`src/rtl/pe_traffic_gen.sv`:
```
// Packet source/sink for one HNoC PE port: injects PKT_LIMIT LFSR-addressed packets
// into the switch and drains/counts everything the switch delivers back.
module pe_traffic_gen #(
    parameter int          ADDRESS    = 0,
    parameter int          NUM_PE     = 8,
    parameter int          ADDR_WIDTH = 3,
    parameter int          DATA_WIDTH = 32,
    parameter int          PKT_LIMIT  = 100,
    parameter int          GAP        = 0,
    parameter logic [15:0] SEED       = 16'hACE1,
    parameter bit          SELF_EN    = 1'b0
) (
    input  logic                             clk,
    input  logic                             rst,
    input  logic                             i_start,
    input  logic                             i_done,
    output logic [DATA_WIDTH+ADDR_WIDTH-1:0] o_data,
    output logic                             o_data_valid,
    input  logic                             i_data_ready,
    input  logic [DATA_WIDTH+ADDR_WIDTH-1:0] i_data,
    input  logic                             i_data_valid,
    output logic                             o_data_ready,
    output logic [31:0]                      o_sent_count,
    output logic [31:0]                      o_rcvd_count,
    output logic                             o_err,
    output logic                             o_tx_done,
    output logic [1:0]                       dbg_state
);

    localparam int PW    = DATA_WIDTH + ADDR_WIDTH;
    localparam int SEQ_W = DATA_WIDTH - ADDR_WIDTH;

    typedef enum logic [1:0] {S_IDLE, S_SEND, S_WAIT, S_DONE} state_t;

    state_t        state;
    logic [15:0]   lfsr;
    logic [31:0]   gap_cnt;
    logic          tx_hs;
    logic          rx_hit;
    logic [31:0]   sent_next;
    logic [31:0]   rcvd_next;
    logic [15:0]   lfsr_next;
    logic          unused_rx_payload;

    // Handshake: a transfer happens on a posedge where valid and ready are both high;
    // the source never drops valid or changes data until that edge.
    assign tx_hs  = o_data_valid & i_data_ready;
    assign rx_hit = i_data_valid & o_data_ready;

    assign sent_next = (o_sent_count == '1) ? o_sent_count : o_sent_count + 32'd1;
    assign rcvd_next = (o_rcvd_count == '1) ? o_rcvd_count : o_rcvd_count + 32'd1;
    assign lfsr_next = lfsr_step(lfsr);
    assign dbg_state = state;

    // The sink only routes on the destination field; the payload is not inspected.
    assign unused_rx_payload = ^i_data[DATA_WIDTH-1:0];

    function automatic logic [15:0] lfsr_step(input logic [15:0] v);
        lfsr_step = {1'b0, v[15:1]} ^ (v[0] ? 16'hB400 : 16'h0000);
    endfunction

    function automatic logic [PW-1:0] make_pkt(input logic [15:0] l, input logic [31:0] seq);
        logic [ADDR_WIDTH-1:0] self_addr;
        logic [ADDR_WIDTH-1:0] dest;
        self_addr = ADDR_WIDTH'(ADDRESS);
        dest      = l[ADDR_WIDTH-1:0];
        if (!SELF_EN && dest == self_addr)
            dest = ADDR_WIDTH'((ADDRESS + 1) % NUM_PE);
        make_pkt = {dest, self_addr, SEQ_W'(seq)};
    endfunction

    always_ff @(posedge clk) begin
        if (rst) begin
            state        <= S_IDLE;
            o_data_valid <= 1'b0;
            o_data       <= '0;
            o_sent_count <= '0;
            o_tx_done    <= 1'b0;
            lfsr         <= SEED;
            gap_cnt      <= '0;
        end else begin
            case (state)
                S_IDLE: begin
                    if (i_start && !i_done) begin
                        if (PKT_LIMIT == 0) begin
                            state     <= S_DONE;
                            o_tx_done <= 1'b1;
                        end else begin
                            state        <= S_SEND;
                            o_data_valid <= 1'b1;
                            o_data       <= make_pkt(lfsr, o_sent_count);
                        end
                    end
                end
                S_SEND: begin
                    if (tx_hs) begin
                        o_sent_count <= sent_next;
                        lfsr         <= lfsr_next;
                        // Next packet is staged now so back-to-back issue needs no bubble.
                        o_data       <= make_pkt(lfsr_next, sent_next);
                        if (sent_next == 32'(PKT_LIMIT) || i_done) begin
                            state        <= S_DONE;
                            o_data_valid <= 1'b0;
                            o_tx_done    <= 1'b1;
                        end else if (GAP != 0) begin
                            state        <= S_WAIT;
                            o_data_valid <= 1'b0;
                            gap_cnt      <= 32'(GAP);
                        end
                    end
                end
                S_WAIT: begin
                    if (i_done) begin
                        state     <= S_DONE;
                        o_tx_done <= 1'b1;
                    end else if (gap_cnt <= 32'd1) begin
                        state        <= S_SEND;
                        o_data_valid <= 1'b1;
                    end else begin
                        gap_cnt <= gap_cnt - 32'd1;
                    end
                end
                default: begin
                    o_data_valid <= 1'b0;
                    o_tx_done    <= 1'b1;
                end
            endcase
        end
    end

    always_ff @(posedge clk) begin
        if (rst) begin
            o_data_ready <= 1'b0;
            o_rcvd_count <= '0;
            o_err        <= 1'b0;
        end else begin
            o_data_ready <= 1'b1;
            if (rx_hit) begin
                o_rcvd_count <= rcvd_next;
                if (i_data[PW-1 -: ADDR_WIDTH] != ADDR_WIDTH'(ADDRESS))
                    o_err <= 1'b1;
            end
        end
    end

endmodule
```
`config.mk`:
```
export PLATFORM = sky130hd
export DESIGN_NAME = pe_traffic_gen
export DESIGN_NICKNAME = d
export VERILOG_FILES = /design/src/rtl/pe_traffic_gen.sv
export SDC_FILE = /design/constraint.sdc
export NUM_CORES = 1
export LEC_CHECK = 0
export ABC_AREA = 1
export BUFFER_PORTS_ARGS = -buffer_cell sky130_fd_sc_hd__buf_2
export CORE_MARGIN = 1.5
export CORE_UTILIZATION = 57
export DETAILED_ROUTE_END_ITERATION = 10
export PLACE_DENSITY = 0.79
export RECOVER_POWER = 100
export SLEW_MARGIN = 40
export SYNTH_ARGS = -nofsm -noshare
export SYNTH_HDL_FRONTEND = slang
export SYNTH_SLANG_ARGS = --single-unit
```
`constraint.sdc`:
```
create_clock -name clk -period 2.7 [get_ports clk]
set_clock_uncertainty 0.15 [all_clocks]
set_input_delay 0.27 -clock clk [delete_from_list [all_inputs] [get_ports clk]]
set_output_delay 0.27 -clock clk [all_outputs]
set_load 0.03 [all_outputs]
```
# == Word-level counts from Yosys, hierarchy flattened ==
# Cells that the tools add are included.
# Widths: inputs -> output; s select.
# word_totals
out_inout_bits,105
register_bits,153
input_bits,41
# op_classes
bitwise_logic,7
n_eq_ne,12
n_lt_le_gt_ge,1
mux,24
n_addsub,3
reduce_logical,17
# ops
cell,n
$mux 35,2
$pmux 35 s2,1
$add 32x1->32 const B,2
$eq 32x32->1 const B,2
$eq 32x7->1 const B,1
$le 32x1->1 const B,1
$mux 32,1
$sub 32x1->32 const B,1
$mux 16,1
$xor 15x16->16,1
$ne 2x2->1 const B,6
$mux 2,5
$reduce_and 5->1,2
$mux 1,9
$logic_not 3->1,2
$mux 3,2
$pmux 1 s3,2
$pmux 2 s3,1
$reduce_and 2->1,3
$reduce_and 3->1,2
$reduce_bool 3->1,2
$not 1->1,4
$reduce_and 4->1,1
$ne 3x3->1 const B,1
other kinds (8),9

# == Logic depth before layout (Yosys ltp) ==
# depth
ltp_word,7
mapped_depth,19
mapped_depth_nobuf,19

# == Least setup slack after synthesis ==
# OpenSTA, ideal clock, no wires.
# synth_path
path_type,reg-to-reg
from,reg o_sent_count[0]
to,reg state[1] (netlist: dbg_state[1])
path_slack_ps,106
t_required_ps,2486
path_buffers,1
stages_incl_launch_ff,19
period_less_slack_ps,2594
arrival_time_ps,2380
cell_sequence,dfxtp_1 ha_1 inv_1 nor2_4 nand2_4 nor2_8 nand2_4 buf_6 nand3_2 nand2_1 nor2_1 nand3_1 nor2_1 nand2_1 nand2_2 nand3_2 nand2_1 inv_1 nor2_1
# synth_via
elab_chain_len,6
elab_cells_between_ends,7
# synth_rtl
item,line,text
start: declaration,23,"output logic [31:0] o_sent_count,"
start signal: assignment,97,o_sent_count <= sent_next;
$add 32x1->32 / $eq 32x32->1 (equally long branches),50,assign sent_next = (o_sent_count == '1) ? o_sent_count : o_sent_count + 32'd1;
$mux 32 *,50,
$eq 32x7->1 *,101,if (sent_next == 32'(PKT_LIMIT) || i_done) begin
$logic_or 1x1->1 *,101,
$ne 2x2->1 (no line) *,n/a,
$reduce_and 5->1 (no line) *,n/a,
end signal: assignment,102,state <= S_DONE;
end signal: assignment,106,state <= S_WAIT;
end signal: assignment,114,state <= S_DONE;
end: declaration,35,state_t state;
# Mark *: on every way between the ends. The rest lies on a longest branch, timed or not.
# A chain may end at the register's enable or synchronous reset.

# == Worst setup path after layout ==
# layout_path
from,reg gap_cnt[1]
to,reg gap_cnt[9]
# layout_via
elab_chain_len,3
elab_cells_between_ends,4
# layout_rtl
item,line,text
start: declaration,37,logic [31:0] gap_cnt;
start signal: assignment,108,gap_cnt <= 32'(GAP);
start signal: assignment,120,gap_cnt <= gap_cnt - 32'd1;
$le 32x1->1,116,end else if (gap_cnt <= 32'd1) begin
$not 1->1 (no line),n/a,
$reduce_and 3->1 (no line),n/a,
# Several ways; a longest one is shown, not always the timed one.

==> impl_metrics.yaml <==
synth:
  ys_seq_elements: 150
  synth-main-ff-cell: "dfxtp_1"
  synthTopCellsByArea: "dfxtp_1 37%, nand2_1 13%, nor2_1 8.6%"
  synthSimpleGateAreaFrac_pct: 32.2
  synth_xor_xnor_area_share_pct: 4.19
  synthDistinctLibCells: 38
  synth_top_family_by_area: "simple AND/OR/NAND/NOR gates"
  async_reset_ff_share_pct: 0
  synth-edff-count: 0
  synth-adder-area-share_pct: 1.23
  netlist_instances: 1256
  yosys.area.top_type_share_pct: 36.9
  synth_seq_area_share_pct: 36.9
  synth_compound_area_share_pct: 16.8
  yosys_warnings: 0
  syn_avg_cell_area_um2: 6.48
  synth_area_um2: 8140
  yosysTopAreaCell: "dfxtp_1"
  yosys-mux-area-fraction_pct: 0
sta:
  finalCritPeriodShare_pct: 94.0
  setup_tns_ns: 0
  grt_setup_unrepaired: "true"
  period_needed_ns: 2.54
  drv_slew: 0
  hold_violations: 0
  fmax_mhz: 394
  setup_viol: 0
  relSlewSlack_pct: 47.4
  tightest_slew_ns: 0.789
  holdWs_ns: 0.0154
layout:
  instances_no_fill: 1571
  drive_gt1_share_pct: 9.99
  final_common_cell: "nand2_1"
  mostFrequentLayoutCells: "280 x nand2_1, 175 x nor2_1, 140 x dfxtp_1"
  n_antenna_cell: 0
  nets: 1428
  final_util_pct: 68.9
  nFillCells: 1295
  syn2layout_area_growth_pct: 17.9
worst_setup_path:
  r2r_cells: 14
  crit_path_frequent_cell: "nand2_1"
  slowest_delay_ns: 0.33
  cp.buffers_inverters: 3
  path_class: "reg2reg"
  arrival_ns: 2.74
  r2r-start: "gap_cnt[1]"
  regToRegSetupSlack_ns: 0.16
  cp-start-kind: "register"
  startpoint: "gap_cnt[1]"
  regToRegEndpoint: "gap_cnt[9]"
  worst_setup_path_end_kind: "register"
  crit_required_ns: 2.90
  path_cells: "inv_1, ha_1, inv_1, nor3_1, nand2_1, a211oi_1, nor2_1, nand2_1, inv_1, nand4_1, nor2_1, nand2_1, nand2_1, a21oi_1"
  path_depth: 14
  crit_fanout: 10
  crit_end: "gap_cnt[9]"
  path_delay_family: "simple AND/OR/NAND/NOR gates"
  cp_slowest_cell: "a211oi_1"
route:
  post_drt_wl_per_cell_um: 14.7
  drt_iter0_markers: 933
  firstDrtPassIters: 5
  postRouteWirelength_um: 23200
  vias: 8743
  final_antenna_net_count: 0
  route.detailed.drc: 0
  via_per_inst: 5.57
global_route:
  grt_max_degree: 69
  grt_pass1_vias: 7624
  antenna_found_initial: 0
  grt_use_total_pct: 31.0
  overflow: 0
  grt_pass1_wl_um: 36800
floorplan:
  start_util_pct: 58.4
  die_h_um: 123
  dieArea_um2: 15000
  core_um2: 13900
  ioPinCount: 146
  num_rows: 43
  die_w_um: 123
min_path:
  hold_path_depth: 5
  hold_class: "in2reg"
pwr:
  ir_worst_vdd_mv: 1.78
  leakage_nw: 4.05
  powerDensity_nw_per_um2: 1500
  total_power_mw: 14.4
clocking:
  postCtsHoldBufs: 0
  cts_tree: "yes"
  clk_latency_ns: 0.43
  clkSlewWorstSetupHoldPaths_ns: 0.06
  cts_htree_levels: 4
  cts_buffers: 17
  cts.sinks: 150
  cts_max_path_buffers: 2
  cts_root_buf: "clkbuf_16"
run:
  maxCapViolations: 0
placed_design:
  port-buffer-count: 110
  dp.cells: 1537
  finalWeightedCongestion: 0.979
  hpwlAfterDp_um: 16100
status:
  outcome: "finished, final reports clean"
-- metrics by stage --
step                      area [µm²]  setup slack (ns)
after detailed placement        9040            0.0398
final                           9600             0.162
after floorplan                 8150             0.106
after global routing            9600            -0.101
after CTS                       9610            0.0238
after global placement          9040            0.0630
-- routing by layer --
layer  GRT usage [%]  share of wire [%]
met1            43.3                 46
met2            47.9                 44
met3            6.60                8.5
met4            9.88                1.9
met5               0                  0
-- worst min-delay path, delay by kind of cell --
| family | cells | cell delay (ns) |
|---|---|---|
| buffers and inverters | 1 | 0.07 |
| AND/OR/NAND/NOR | 4 | 0.21 |
-- how the worst min path moves through the flow --
stage / start / endpoint / slack, ns
finish: i_data[34] / o_err / 0.02
global route: i_data[34] / o_err / 0.05
CTS: i_data[34] / o_err / 0.02
detailed placement: lfsr[7] / lfsr[7] / 0.30
global placement: lfsr[7] / lfsr[7] / 0.29
floorplan: lfsr[6] / lfsr[6] / 0.28
-- power by group --
group	total (mW)	switching [mW]	internal (mW)
registers	3.29	0.476	2.82
logic	8.83	5.61	3.22
clock network	2.30	0.960	1.34
-- timing repair --
action,4_1_cts,5_1_grt
buffers inserted,0,3
hold endpoints to repair,0,0
endpoints found under the setup margin,0,8
gates resized for setup,0,32
-- Yosys cell counts (4+ instances only) --
master / instances
o21a_1: 6
o21ai_0: 101
nand3_1: 59
o211ai_1: 4
a211oi_1: 5
a21oi_1: 137
nand3_2: 5
ha_1: 8
dfxtp_1: 150
xnor2_1: 19
clkbuf_1: 41
nand3b_1: 4
nor4_1: 4
nand2_1: 283
inv_1: 128
buf_1: 5
xor2_1: 20
nand4_1: 26
nor3_1: 29
a31oi_1: 5
nor2_1: 186
-- cells by family (layout without fill, tap and decap cells) --
group           count (synthesis)  in the layout
compound gates                262            262
xor+xnor                       39             39
fa+ha+maj                       8              8
buf+inv                       183            316
flops                         150            150
other cells                     1              3
simple gates                  613            613
-- layout make-up --
cell class	count	area (µm²)	share of cell area, %
clock buffers	21	470	4.90
clock inverters	10	96.3	1.00
inverters	131	492	5.12
multi-input cells	925	4520	47.1
flip-flops and latches	150	3020	31.4
well taps	180	225	2.35
repair buffers	154	776	8.08
-- state kept, by name (all words and copies together), names as in the netlist --
register	cells
gap_cnt	32
o_err	1
o_data_ready	1
lfsr	16
o_tx_done	1
o_sent_count	32
o_data	32
o_rcvd_count	32
o_data_valid	1
dbg_state	2
No activity file was read; power rests on OpenSTA's default activity.
